[config.mk]
export PLATFORM = sky130hd
export DESIGN_NAME = fft_frame_loader_flat
export DESIGN_NICKNAME = d
export VERILOG_FILES = /design/src/rtl/fft_frame_loader_if.sv /design/src/rtl/fft_frame_loader.sv /design/src/flat_wrapper.sv
export SDC_FILE = /design/constraint.sdc
export NUM_CORES = 1
export LEC_CHECK = 0
export ABC_AREA = 1
export BUFFER_PORTS_ARGS = -buffer_cell sky130_fd_sc_hd__buf_2
export CAP_MARGIN = 20
export CORE_AREA = 3 3 198 200
export CTS_BUF_LIST = sky130_fd_sc_hd__clkbuf_2
export DETAILED_ROUTE_END_ITERATION = 8
export DIE_AREA = 0 0 201 203
export PLACE_DENSITY = 0.66
export SLEW_MARGIN = 20
export SYNTH_ARGS = -nofsm -noshare
export SYNTH_HDL_FRONTEND = slang
export SYNTH_SLANG_ARGS = --single-unit
[constraint.sdc]
create_clock -name clk -period 3 [get_ports clk]
set_input_delay 0.6 -clock clk [delete_from_list [all_inputs] [get_ports clk]]
set_output_delay 0.6 -clock clk [all_outputs]
set_load 0.01 [all_outputs]
[src/rtl/fft_frame_loader_if.sv]
// Valid/busy stream bundle for fft_frame_loader, one instance per side.
// Ports: valid, busy, re, im (W bits each), last; master drives data, slave drives busy.
interface fft_frame_loader_if #(
   parameter int W = 16
);
   logic         valid;
   logic         busy;
   logic [W-1:0] re;
   logic [W-1:0] im;
   logic         last;

   modport master (
      output valid, re, im, last,
      input  busy
   );

   modport slave (
      input  valid, re, im, last,
      output busy
   );
endinterface

[src/rtl/fft_frame_loader.sv]
// Serial-to-parallel frame loader: gathers 2**NPOINT complex samples into one vector.
// Ports: clk, rst_n (sync, active-low), din (sample stream, slave),
//        dout (frame vector, master, lane i at [i*WIDTH +: WIDTH]), frame_err (pulse).
// Option: define FFT_FRAME_LOADER_BITREV_EN to place sample k in lane bitrev(k).
module fft_frame_loader #(
   parameter int WIDTH  = 16,
   parameter int NPOINT = 3
) (
   input  logic                clk,
   input  logic                rst_n,
   fft_frame_loader_if.slave   din,
   fft_frame_loader_if.master  dout,
   output logic                frame_err
);
   localparam int N = 1 << NPOINT;

   logic [NPOINT-1:0]  cnt;
   logic [NPOINT-1:0]  lane;
   logic               full;
   logic               out_valid;
   logic [N*WIDTH-1:0] out_re;
   logic [N*WIDTH-1:0] out_im;
   logic [N*WIDTH-1:0] vec_re;
   logic [N*WIDTH-1:0] vec_im;
   logic [WIDTH-1:0]   buf_re [N];
   logic [WIDTH-1:0]   buf_im [N];
   logic               din_tran;
   logic               dout_tran;
   logic               move;
   logic               at_end;

`ifdef FFT_FRAME_LOADER_BITREV_EN
   function automatic logic [NPOINT-1:0] bitrev(
      input logic [NPOINT-1:0] k
   );
      logic [NPOINT-1:0] r;
      for (int i = 0; i < NPOINT; i++)
         r[i] = k[NPOINT-1-i];
      return r;
   endfunction

   assign lane = bitrev(cnt);
`else
   assign lane = cnt;
`endif

   assign din_tran  = din.valid && !full;
   assign dout_tran = out_valid && !dout.busy;
   // Collect buffer may hand over in the same edge the output drains.
   assign move      = full && (!out_valid || dout_tran);
   assign at_end    = (cnt == NPOINT'(N-1));

   assign din.busy   = full;
   assign dout.valid = out_valid;
   assign dout.re    = out_re;
   assign dout.im    = out_im;
   assign dout.last  = 1'b1;

   always_comb begin
      vec_re = '0;
      vec_im = '0;
      for (int i = 0; i < N; i++) begin
         vec_re[i*WIDTH +: WIDTH] = buf_re[i];
         vec_im[i*WIDTH +: WIDTH] = buf_im[i];
      end
   end

   // Slot contents are don't-care until cnt says they were written.
   always_ff @(posedge clk) begin
      if (din_tran) begin
         buf_re[lane] <= din.re;
         buf_im[lane] <= din.im;
      end
   end

   always_ff @(posedge clk) begin
      if (!rst_n) begin
         cnt       <= '0;
         full      <= 1'b0;
         frame_err <= 1'b0;
      end else begin
         frame_err <= 1'b0;
         if (move)
            full <= 1'b0;
         if (din_tran) begin
            if (at_end) begin
               cnt       <= '0;
               full      <= 1'b1;
               frame_err <= !din.last;
            end else if (din.last) begin
               cnt       <= '0;
               frame_err <= 1'b1;
            end else begin
               cnt <= cnt + 1'b1;
            end
         end
      end
   end

   always_ff @(posedge clk) begin
      if (!rst_n) begin
         out_valid <= 1'b0;
         out_re    <= '0;
         out_im    <= '0;
      end else if (move) begin
         out_valid <= 1'b1;
         out_re    <= vec_re;
         out_im    <= vec_im;
      end else if (dout_tran) begin
         out_valid <= 1'b0;
      end
   end
endmodule

[src/flat_wrapper.sv]
// flat-port wrapper written by rule: the top's interface ports become plain ports
module fft_frame_loader_flat 
#(
   parameter int WIDTH  = 16,
   parameter int NPOINT = 3
)
  (clk, rst_n, frame_err, din_valid, din_re, din_im, din_last, din_busy, dout_valid, dout_re, dout_im, dout_last, dout_busy);
  fft_frame_loader_if #(.W(WIDTH)) din_i ();
  fft_frame_loader_if #(.W((WIDTH * (1 << NPOINT)))) dout_i ();
  input  logic clk;
  input  logic rst_n;
  output logic frame_err;
  input wire logic [$bits(din_i.valid)-1:0] din_valid;
  input wire logic [$bits(din_i.re)-1:0] din_re;
  input wire logic [$bits(din_i.im)-1:0] din_im;
  input wire logic [$bits(din_i.last)-1:0] din_last;
  output wire logic [$bits(din_i.busy)-1:0] din_busy;
  output wire logic [$bits(dout_i.valid)-1:0] dout_valid;
  output wire logic [$bits(dout_i.re)-1:0] dout_re;
  output wire logic [$bits(dout_i.im)-1:0] dout_im;
  output wire logic [$bits(dout_i.last)-1:0] dout_last;
  input wire logic [$bits(dout_i.busy)-1:0] dout_busy;
  assign din_i.valid = din_valid;
  assign din_i.re = din_re;
  assign din_i.im = din_im;
  assign din_i.last = din_last;
  assign din_busy = din_i.busy;
  assign dout_valid = dout_i.valid;
  assign dout_re = dout_i.re;
  assign dout_im = dout_i.im;
  assign dout_last = dout_i.last;
  assign dout_i.busy = dout_busy;
  fft_frame_loader #(.WIDTH(WIDTH), .NPOINT(NPOINT)) u_core (.clk(clk), .rst_n(rst_n), .din(din_i), .dout(dout_i), .frame_err(frame_err));
endmodule
=== Word level (Yosys, flattened, before mapping) ===
Memory sizes are Yosys's and may differ from the RTL's. A register that Yosys moved wholly into a read port is not among the register bits.
Cells that the tools add are included.

* Add/sub/neg operators: 1
* Multipliers: 0
* Divide/modulo/power cells: 0
* Magnitude comparators: 0
* Eq/ne operators: 1
* Shift-type cells: 0
* Mux-type cells: 11
* Bitwise gates (word level): 0
* Reductions and logical operators: 26

{| class="wikitable"
|+ Operators with widths
! cell !! number
|-
| logical NOT 1 bit || 20
|-
| 2-to-1 mux 1 bit || 9
|-
| 2-to-1 mux 3 bit || 2
|-
| adder 3 x 1 -> 3 bit (second input constant) || 1
|-
| == test 3 bit (second input constant) || 1
|-
| logical AND 1 bit || 3
|-
| AND reduction 2 bit || 1
|-
| nonzero test 2 bit || 1
|-
| logical OR 1 bit || 1
|}

* Flip-flop bits (word level): 6
* Latch bits: 0
* Bits in writable memories: 256
* ROM bits: 0
* Input bits: 37
* Output and inout bits: 260
* Logic and storage cells: 45
* Memories: 2

{| class="wikitable"
|+ Memory list
! name !! words !! width !! rd ports !! clocked after memory_dff !! write ports !! RTL line !! text
|-
| u_core.buf_im || 8 || 16 || 8 || 8 || 1 || fft_frame_loader.sv:26 || <nowiki>logic [WIDTH-1:0] buf_im [N];</nowiki>
|-
| u_core.buf_re || 8 || 16 || 8 || 8 || 1 || fft_frame_loader.sv:25 || <nowiki>logic [WIDTH-1:0] buf_re [N];</nowiki>
|}

=== Depth between registers and ports, before layout ===
Gate-level depths: netlist of run 1.

* Depth in word-level cells: 7
* Depth in mapped cells: 7
* Depth with buffers taken out: 5

=== Worst setup path before layout of run 1 ===
Ideal clock, no wire load.

* Kind: input to register
* Start point: in din_valid
* End point: mem u_core.buf_im[0][0], enable pin
* Setup time: 0.421 ns
* Arrival: 2.347 ns
* Required time: 2.579 ns
* Setup slack: 0.232 ns
* Cell stages on the path: 3
* Buffers on the path: 0
* Cell sequence: nand2_1 -> or2_2 -> nor2_1

* Longest elaborated chain between the ends: 3

{| class="wikitable"
|+ Ends and longest elaborated chain
! item !! RTL line !! text
|-
| start: declaration || flat_wrapper.sv:13 || <nowiki>input wire logic [$bits(din_i.valid)-1:0] din_valid;</nowiki>
|-
| logical AND 1 bit || fft_frame_loader.sv:47 || <nowiki>assign din_tran = din.valid && !full;</nowiki>
|-
| 2-to-1 mux 1 bit || fft_frame_loader.sv:70 || <nowiki>if (din_tran) begin</nowiki>
|-
| 2-to-1 mux 1 bit (not written as such) || fft_frame_loader.sv:72 || <nowiki>buf_im[lane] <= din.im;</nowiki>
|-
| end: declaration || fft_frame_loader.sv:26 ||
|}

No other way between the ends.

=== Final worst setup path of run 1 ===
* Start point: reg u_core.full, in the netlist u_core.din.busy
* End point: out din_busy

{| class="wikitable"
|+ RTL lines
! item !! RTL line !! text
|-
| start: declaration || fft_frame_loader.sv:19 || <nowiki>logic full;</nowiki>
|-
| start signal: assignment || fft_frame_loader.sv:79 || <nowiki>full <= 1'b0;</nowiki>
|-
| start signal: assignment || fft_frame_loader.sv:84 || <nowiki>full <= 1'b0;</nowiki>
|-
| start signal: assignment || fft_frame_loader.sv:88 || <nowiki>full <= 1'b1;</nowiki>
|-
| end: declaration || flat_wrapper.sv:17 || <nowiki>output wire logic [$bits(din_i.busy)-1:0] din_busy;</nowiki>
|}

No word-level cell between the ends.

==> flow_summary.json, run 1 <==
{
  "outcome": "finished, final reports clean",
  "wl_met2_um": 19990,
  "crit_path_start_kind": "flip-flop",
  "rsz0062_at_grt": "no",
  "die_area_sq_mm": 0.04080,
  "cts_max_path_buffers": 3,
  "critPathKind": "reg2out",
  "grt-ovfl-total": 0,
  "clkSinkCount": 518,
  "p_per_area_mw_per_mm2": 621.8,
  "path_depth": 1,
  "hold_path.class": "reg2reg",
  "met1_length_um": 18630,
  "coreArea_sq_mm": 0.03758,
  "top_layer": "met4",
  "drv_cap": 0,
  "final_max_slew_viol_count": 0,
  "grt_pass1_vias": 11526,
  "synth_area_per_cell_sq_um": 11.95,
  "crit_path_max_fanout": 5,
  "clkLatencyLatePin_ns": 1.01,
  "num_rows": 71,
  "cpLargestDelayFamily": "flip-flops",
  "fin_nets": 1854,
  "die_h_um": 203,
  "yosysMostFrequentCell": "nor2_1",
  "crit_required_ns": 2.40,
  "netlist_top_cells_count": "nor2_1 (524), dfxtp_1 (262), edfxtp_1 (256)",
  "postCtsSetupRepairBufs": 0,
  "p_total_mw": 12.70,
  "relSlewSlack_pct": 56.84,
  "wl_met3_um": 3725,
  "cts_tree": "built",
  "min_period_over_period_pct": 76.94,
  "grt_max_degree": 99,
  "clkSlewWorstSetupHoldPaths_ns": 0.11,
  "synth_warnings": 0,
  "area_growth_syn_to_layout_pct": 20.75,
  "fmax_ghz": 0.4333,
  "cp_slowest_cell": "dfxtp_1",
  "dr.pass1.iters": 5,
  "post-route-cell-area_sq_mm": 0.02042,
  "port_buffers": 295,
  "r2r_start": "u_core.din.busy",
  "setup_violations": 0,
  "min_path_cells": 2,
  "async_flop_share_pct": 0,
  "viasPerCell": 4.833,
  "synth_fp_nets": 1455,
  "ant_nets": 0,
  "ys_seq_area_share_pct": 76.48,
  "worstHoldStart": "u_core.buf_im[5][0]",
  "drc": 0,
  "place_congestion": 0.7829,
  "cp-startpoint": "u_core.din.busy",
  "synth_top_area_share_pct": 45.46,
  "ioPinCount": 297,
  "synth-edff-count": 256,
  "dr_total_vias": 11750,
  "wirelength_um": 43300,
  "cp_slowest_stage_delay_ns": 0.52,
  "drive_above_1_share_pct": 28.87,
  "cts_resized": 0,
  "drtIter0Drc": 723,
  "cts_buffers": 132,
  "grt_pass1_wl_um": 64950,
  "period_needed_ns": 2.308,
  "htreeDepth": 4,
  "setup_tns_ns": 0,
  "postPlaceCellArea_sq_mm": 0.01879,
  "yosys.area.top_type": "edfxtp_1",
  "worst_setup_path_end_kind": "output pin",
  "dp_hpwl_um": 26220,
  "yosys-top-cells-area": "edfxtp_1 (45%), dfxtp_1 (31%), nor2_1 (12%)",
  "reg2regPathDepth": 4,
  "netlist_area_sq_mm": 0.01691,
  "leakage_nw": 8.250,
  "grt_use_total_pct": 20.70,
  "cp_num_buf_inv": 1,
  "synth.distinct_cells": 22,
  "skew_ns": 0.08492,
  "clockRootBuffer": "clkbuf_2",
  "fill_cells": 3332,
  "synth_cells": 1415,
  "antenna_found_initial": 1,
  "wl_per_cell_um": 17.81,
  "hold_slack_ns": 0.4477,
  "hold_buffers": 37,
  "cp.arrival_ns": 1.71,
  "tightest_slew_ns": 0.6474,
  "peakVddDrop_mv": 0.4042,
  "synth-main-ff-cell": "dfxtp_1",
  "worstPathCellList": "buf_2",
  "hold_viol": 0,
  "fp.dieW_um": 201,
  "start_util_pct": 45.00,
  "ys_ff_latch": 518
}
-- worst paths after layout --
path,endpoint,slack (ns)
setup / recovery,din_busy,0.69
hold / removal,u_core.dout.im[80],0.45
setup reg to reg,u_core.buf_im[3][8],0.88
hold reg to reg,u_core.dout.im[80],0.45
-- per-layer routing --
| layer | up-vias | track usage, % |
|---|---|---|
| li1 | 5640 | - |
| met1 | 5596 | 26.31 |
| met2 | 441 | 32.82 |
| met3 | 73 | 7.600 |
| met4 | 0 | 7.353 |
| met5 | - | 0 |
-- cell families after synthesis --
kind of cell	after synthesis	share of synthesized area, %
and+or+nand+nor	540	12.05
AOI/OAI and AO/OA	261	7.725
other	1	0.02218
buffers and inverters	91	3.455
xor gates and xnor gates	1	0.05180
DFF	518	76.48
adders and majority gates	3	0.2220
-- report_power, final --
group,switching [mW],internal (mW)
registers,0.0107,7.46
clock network,2.72,2.16
logic,0.244,0.0978
-- cell usage in the layout (no fill, tap or decap) --
cell / count
conb_1: 1
buf_6: 1
nand2_8: 1
o21ai_1: 12
nor2_1: 516
nand3_1: 2
a21oi_1: 5
inv_2: 5
bufinv_16: 3
nor2_4: 8
clkinvlp_4: 2
inv_8: 1
buf_2: 294
clkinv_1: 9
o21ai_0: 244
edfxtp_1: 256
diode_2: 1
dlygate4sd3_1: 37
ha_1: 3
nor3_1: 2
dfxtp_1: 262
clkinv_2: 1
buf_4: 10
clkbuf_2: 219
buf_12: 8
nand2_1: 10
xnor2_1: 1
inv_1: 5
or2_2: 1
-- area by class of cell --
class	instances	area (sq um)	share of cell area, %
Antenna cell	1	2.502	0.01226
Clock buffer	219	1096	5.368
Clock inverter	20	162.7	0.7966
Inverter	6	30.03	0.1471
Multi-Input combinational cell	806	3467	16.98
Sequential cell	518	12930	63.34
Tap cell	511	639.4	3.131
Timing Repair Buffer	350	2088	10.23
-- flip-flops by register name, summed over array words and instances, names as in the netlist --
name	flops
u_core.dout.valid	1
u_core.din.busy	1
u_core.cnt	3
u_core.buf_re	128
u_core.dout.im	128
u_core.buf_im	128
u_core.dout.re	128
u_core.frame_err	1
-- per-stage QoR --
step	worst slack (ns)	cells	utilization, %
2_1_floorplan	0.2315	1415	-
3_3_place_gp	0.6622	2154	50.00
3_5_place_dp	0.6294	2154	50.00
4_1_cts	0.5774	2430	54.33
5_1_grt	0.5310	2431	54.34
6_report	0.6919	2431	54.34
No activity file was read; power rests on OpenSTA's default activity.
==> inputs of run 2 (changes only) <==
- PLACE_DENSITY: 0.66 -> 0.69
- clock period: 3 -> 2 ns (I/O delays scaled with it)
==> run 2 against run 1 <==
Compared with the run above:
- flip-flop and latch count stayed put
- die area stayed put
- clock power is 60% higher
- largest cell class unchanged
- core utilization is 2.5 points higher
- combinational power is 62% higher
- worst setup slack worse by 0.59 ns
- hold slack worse by 0.17 ns
- via count is 1.6% higher
- highest routed layer unchanged
- largest power group unchanged
- register-to-register slack worse by 0.69 ns
- clock skew is 0.0030 ns higher
- critical path depth stayed put
==> flow_summary.json, run 2 (synthesis results as in run 1) <==
{
  "outcome": "finished, final reports clean",
  "cp_slowest_stage_delay_ns": 0.38,
  "skew_ns": 0.08793,
  "p_per_area_mw_per_mm2": 916.7,
  "fin_nets": 1880,
  "cts_max_path_buffers": 3,
  "fp.dieW_um": 201,
  "min_to": "u_core.buf_re[2][6]",
  "htreeDepth": 4,
  "dr_total_vias": 11941,
  "ant_nets": 0,
  "peakVddDrop_mv": 0.5768,
  "fin_ws_ns": 0.1048,
  "tightest_slew_ns": 0.5155,
  "grt-ovfl-total": 0,
  "drtIter0Drc": 775,
  "port_buffers": 295,
  "clkSinkCount": 518,
  "start_util_pct": 45.00,
  "clockRootBuffer": "clkbuf_2",
  "wl_per_cell_um": 17.74,
  "grt_pass1_wl_um": 64800,
  "fill_cells": 3172,
  "reg2regPathDepth": 6,
  "final_cell_mix": "nor2_1 (516), edfxtp_1 (256), buf_2 (254)",
  "cts_buffers": 132,
  "worst_setup_path_end_kind": "output pin",
  "final_common_cell": "nor2_1",
  "place_congestion": 0.8137,
  "cpLargestDelayFamily": "flip-flops",
  "relSlewSlack_pct": 65.63,
  "period_needed_ns": 1.895,
  "crit_path_max_fanout": 2,
  "drc": 0,
  "cp.arrival_ns": 1.50,
  "drv_cap": 0,
  "path_depth": 1,
  "crit_path_start_kind": "flip-flop",
  "multi_input_area_sq_mm": 0.003467,
  "r2r_setup_slack_ns": 0.19,
  "cp_slowest_cell": "dfxtp_4",
  "antenna_found_initial": 1,
  "grt_pass1_vias": 11753,
  "num_rows": 71,
  "setup_tns_ns": 0,
  "hold_viol": 0,
  "min_path_cells": 2,
  "min_period_over_period_pct": 94.76,
  "dp_slack_ns": 0.09214,
  "worstHoldStart": "din_re[6]",
  "ioPinCount": 297,
  "final_max_slew_viol_count": 0,
  "viasPerCell": 4.854,
  "dp_hpwl_um": 27900,
  "dr.pass1.iters": 5,
  "area_growth_syn_to_layout_pct": 26.34,
  "coreArea_sq_mm": 0.03758,
  "critPathKind": "reg2out",
  "cp_num_buf_inv": 1,
  "clkLatencyLatePin_ns": 1.00,
  "leakage_nw": 8.557,
  "die_area_sq_mm": 0.04080,
  "clkSlewWorstSetupHoldPaths_ns": 0.12,
  "die_h_um": 203,
  "rsz0062_at_grt": "yes",
  "drive_above_1_share_pct": 35.88,
  "grt_use_total_pct": 20.52,
  "crit_required_ns": 1.60,
  "worstReg2RegEnd": "u_core.cnt[2]",
  "worstPathCellList": "buf_6",
  "fmax_ghz": 0.5277,
  "setup_violations": 0,
  "p_total_mw": 19.59,
  "wirelength_um": 43640,
  "grt_max_degree": 100,
  "final-seq-area_sq_mm": 0.01311,
  "hold_path.class": "in2reg",
  "cts_tree": "built",
  "r2r_start": "u_core.cnt[1]",
  "postLayoutCoreUtil_pct": 56.85
}
## run 2: repair_timing
| action | in CTS | in global routing |
|---|---|---|
| hold buffers | 38 | 0 |
| setup buffers | 0 | 3 |
| gates resized for setup | 61 | 122 |
| endpoints found under the hold margin | 333 | 0 |
| endpoints found under the setup margin | 52 | 112 |
## run 2: how the worst max path moves through the flow
stage | endpoint | start | slack, ns
after floorplan | u_core.buf_im[1][0] | din_valid | -0.52
after global placement | u_core.buf_im[1][9] | din_valid | 0.15
after detailed placement | u_core.buf_im[1][9] | din_valid | 0.09
after CTS | dout_im[85] | u_core.dout.im[85] | -0.01
after global routing | dout_im[47] | u_core.dout.im[47] | -0.04
final | dout_re[64] | u_core.dout.re[64] | 0.10
## run 2: layout make-up
type / count / area share (%)
timing repair buffer: 376 / 12.83
clock buffer: 204 / 4.779
multi-input combinational: 806 / 16.23
antenna: 1 / 0.01171
tap: 511 / 2.993
inverter: 6 / 0.1406
sequential: 518 / 61.37
clock inverter: 38 / 1.652
## run 2: where the power goes
group	internal [mW]	switching [mW]
Clock	3.73	4.10
Sequential	11.2	0.0180
Combinational	0.183	0.371
Total	15.1	4.49
## run 2: metrics by stage
| step | instances | hold slack (ns) | cell area (sq um) |
|---|---|---|---|
| CTS | 2456 | 0.1589 | 21070 |
| floorplan | 1415 | 0.4571 | 16940 |
| global placement | 2176 | 0.4592 | 19190 |
| finish | 2460 | 0.2748 | 21360 |
| global route | 2460 | 0.1645 | 21360 |
| detailed placement | 2176 | 0.4663 | 19190 |
## run 2: per-layer routing
layer | vias to the layer above | GRT usage, % | wire (um)
met1 | 5673 | 26.02 | 18090
met2 | 499 | 33.57 | 20840
li1 | 5707 | - | -
met5 | - | 0 | 0
met3 | 62 | 6.734 | 3839
met4 | 0 | 6.600 | 877
==> inputs of run 3 (changes only) <==
- PLACE_DENSITY: 0.69 -> 0.76
==> run 3 against run 2 <==
Compared with the run above:
- die area unchanged
- critical path type unchanged
- core utilization is 4.2 points higher
- non-clock buffer count rose by 46
- clock power shrank 2.9%
- final area is 7.4% higher
- flip-flop and latch count unchanged
- sequential share of layout area fell by 3.6 points
==> flow_summary.json, run 3 (synthesis results as in run 1) <==
{
  "outcome": "finished, final reports clean",
  "clockRootBuffer": "clkbuf_2",
  "crit_path_start_kind": "flip-flop",
  "wl_per_cell_um": 20.05,
  "clkLatencyLatePin_ns": 1.08,
  "skew_ns": 0.1015,
  "peakVddDrop_mv": 0.6073,
  "dp.cells": 2171,
  "cpLargestDelayFamily": "flip-flops",
  "postLayoutCoreUtil_pct": 61.07,
  "reg2regPathDepth": 6,
  "r2r_start": "u_core.din.busy",
  "grt_pass1_wl_um": 75060,
  "min_path_cells": 2,
  "htreeDepth": 3,
  "hold_path.class": "in2reg",
  "drtIter0Drc": 892,
  "drv_cap": 0,
  "worstReg2RegEnd": "u_core.buf_re[2][13]",
  "min_to": "u_core.buf_re[4][5]",
  "final_common_cell": "nor2_1",
  "ioPinCount": 297,
  "cts_tree": "built",
  "setup_tns_ns": 0,
  "post-route-cell-area_sq_mm": 0.02295,
  "postPlaceCellArea_sq_mm": 0.01909,
  "fmax_ghz": 0.5083,
  "rsz0062_at_grt": "yes",
  "relSlewSlack_pct": 57.73,
  "dr_total_vias": 12708,
  "start_util_pct": 45.00,
  "min_period_over_period_pct": 98.37,
  "tightest_slew_ns": 0.6275,
  "grt_pass1_vias": 13092,
  "fp.dieW_um": 201,
  "wirelength_um": 50060,
  "cp-startpoint": "u_core.dout.re[117]",
  "cts_max_path_buffers": 3,
  "worst_setup_path_end_kind": "output pin",
  "antenna_found_initial": 1,
  "die_area_sq_mm": 0.04080,
  "fill_cells": 2768,
  "dp_slack_ns": 0.2070,
  "r2r_setup_slack_ns": 0.14,
  "cp_slowest_cell": "dfxtp_4",
  "drc": 0,
  "area_growth_syn_to_layout_pct": 35.72,
  "ant_nets": 0,
  "die_h_um": 203,
  "setup_violations": 0,
  "clkSlewWorstSetupHoldPaths_ns": 0.15,
  "final_cell_mix": "nor2_1 (516), edfxtp_1 (256), o21ai_0 (244)",
  "fin_ws_ns": 0.03252,
  "drive_above_1_share_pct": 42.71,
  "hold_viol": 0,
  "worstPathCellList": "buf_6",
  "grt_max_degree": 86,
  "cp_slowest_stage_delay_ns": 0.38,
  "cp_num_buf_inv": 1,
  "worstHoldStart": "din_re[5]",
  "place_congestion": 0.8176,
  "p_per_area_mw_per_mm2": 843.3,
  "grt-ovfl-total": 0,
  "cts_buffers": 121,
  "period_needed_ns": 1.967,
  "clkSinkCount": 518,
  "cp.arrival_ns": 1.57,
  "port_buffers": 295,
  "dp_hpwl_um": 27940,
  "num_rows": 71,
  "dr.pass1.iters": 5,
  "grt_use_total_pct": 23.76,
  "fin_nets": 1915,
  "fin_cells": 2496,
  "viasPerCell": 5.091,
  "crit_required_ns": 1.60,
  "critPathKind": "reg2out",
  "crit_path_max_fanout": 2,
  "final_max_slew_viol_count": 0,
  "leakage_nw": 8.885,
  "coreArea_sq_mm": 0.03758
}
-- run 3: changes by cell type in the layout (fill, tap and decap cells not counted), moves of 5 or more --
cell / delta
buf_6: +203
buf_2: -194
dfxtp_1: -116
dfxtp_2: +112
buf_4: +43
clkbuf_2: -15
buf_12: -5
-- run 3: worst max-delay path by stage --
stage	end	cells after the start
after floorplan	u_core.buf_im[1][0]	4
after global placement	u_core.dout.im[127]	7
after detailed placement	u_core.dout.re[68]	7
after CTS	dout_im[0]	1
after global routing	dout_re[117]	1
final	dout_re[117]	1
-- run 3: stage by stage --
stage | hold WS, ns | power [mW]
after floorplan | 0.4571 | 11.66
after global placement | 0.4576 | 11.92
after detailed placement | 0.4676 | 11.94
after CTS | 0.1246 | 19.37
after global routing | 0.1361 | 20.15
final | 0.2209 | 19.35
-- run 3: metal layers --
metal,global-route usage (%),routed length (um),part of all wire (%),up-vias
li1,-,-,-,5771
met1,27.75,18870,38,6142
met2,39.77,24210,48,680
met3,8.754,5331,11,115
met4,9.862,1640,3.3,0
met5,0,0,0,-
-- run 3: where the power goes --
group	switching, mW	internal (mW)	total (mW)
Sequential	0.0204	11.2	11.2
Clock	4.30	3.30	7.60
Combinational	0.384	0.166	0.550
-- run 3: timing repair --
| item | 4_1_cts | 5_1_grt |
|---|---|---|
| endpoints found under the hold margin | 507 | 0 |
| resized for setup | 510 | 23 |
| buffers inserted | 26 | 29 |
| setup endpoints to repair | 246 | 211 |
| hold buffers | 37 | 0 |
-- run 3: layout make-up --
class | count | area (sq um) | area share, %
flip-flops and latches | 518 | 13270 | 57.81
multi-input cells | 806 | 3467 | 15.11
diodes | 2 | 5.005 | 0.02181
clock inverters | 42 | 327.8 | 1.428
inverters | 6 | 30.03 | 0.1308
clock buffers | 189 | 945.9 | 4.122
repair buffers | 422 | 4268 | 18.60
well taps | 511 | 639.4 | 2.786
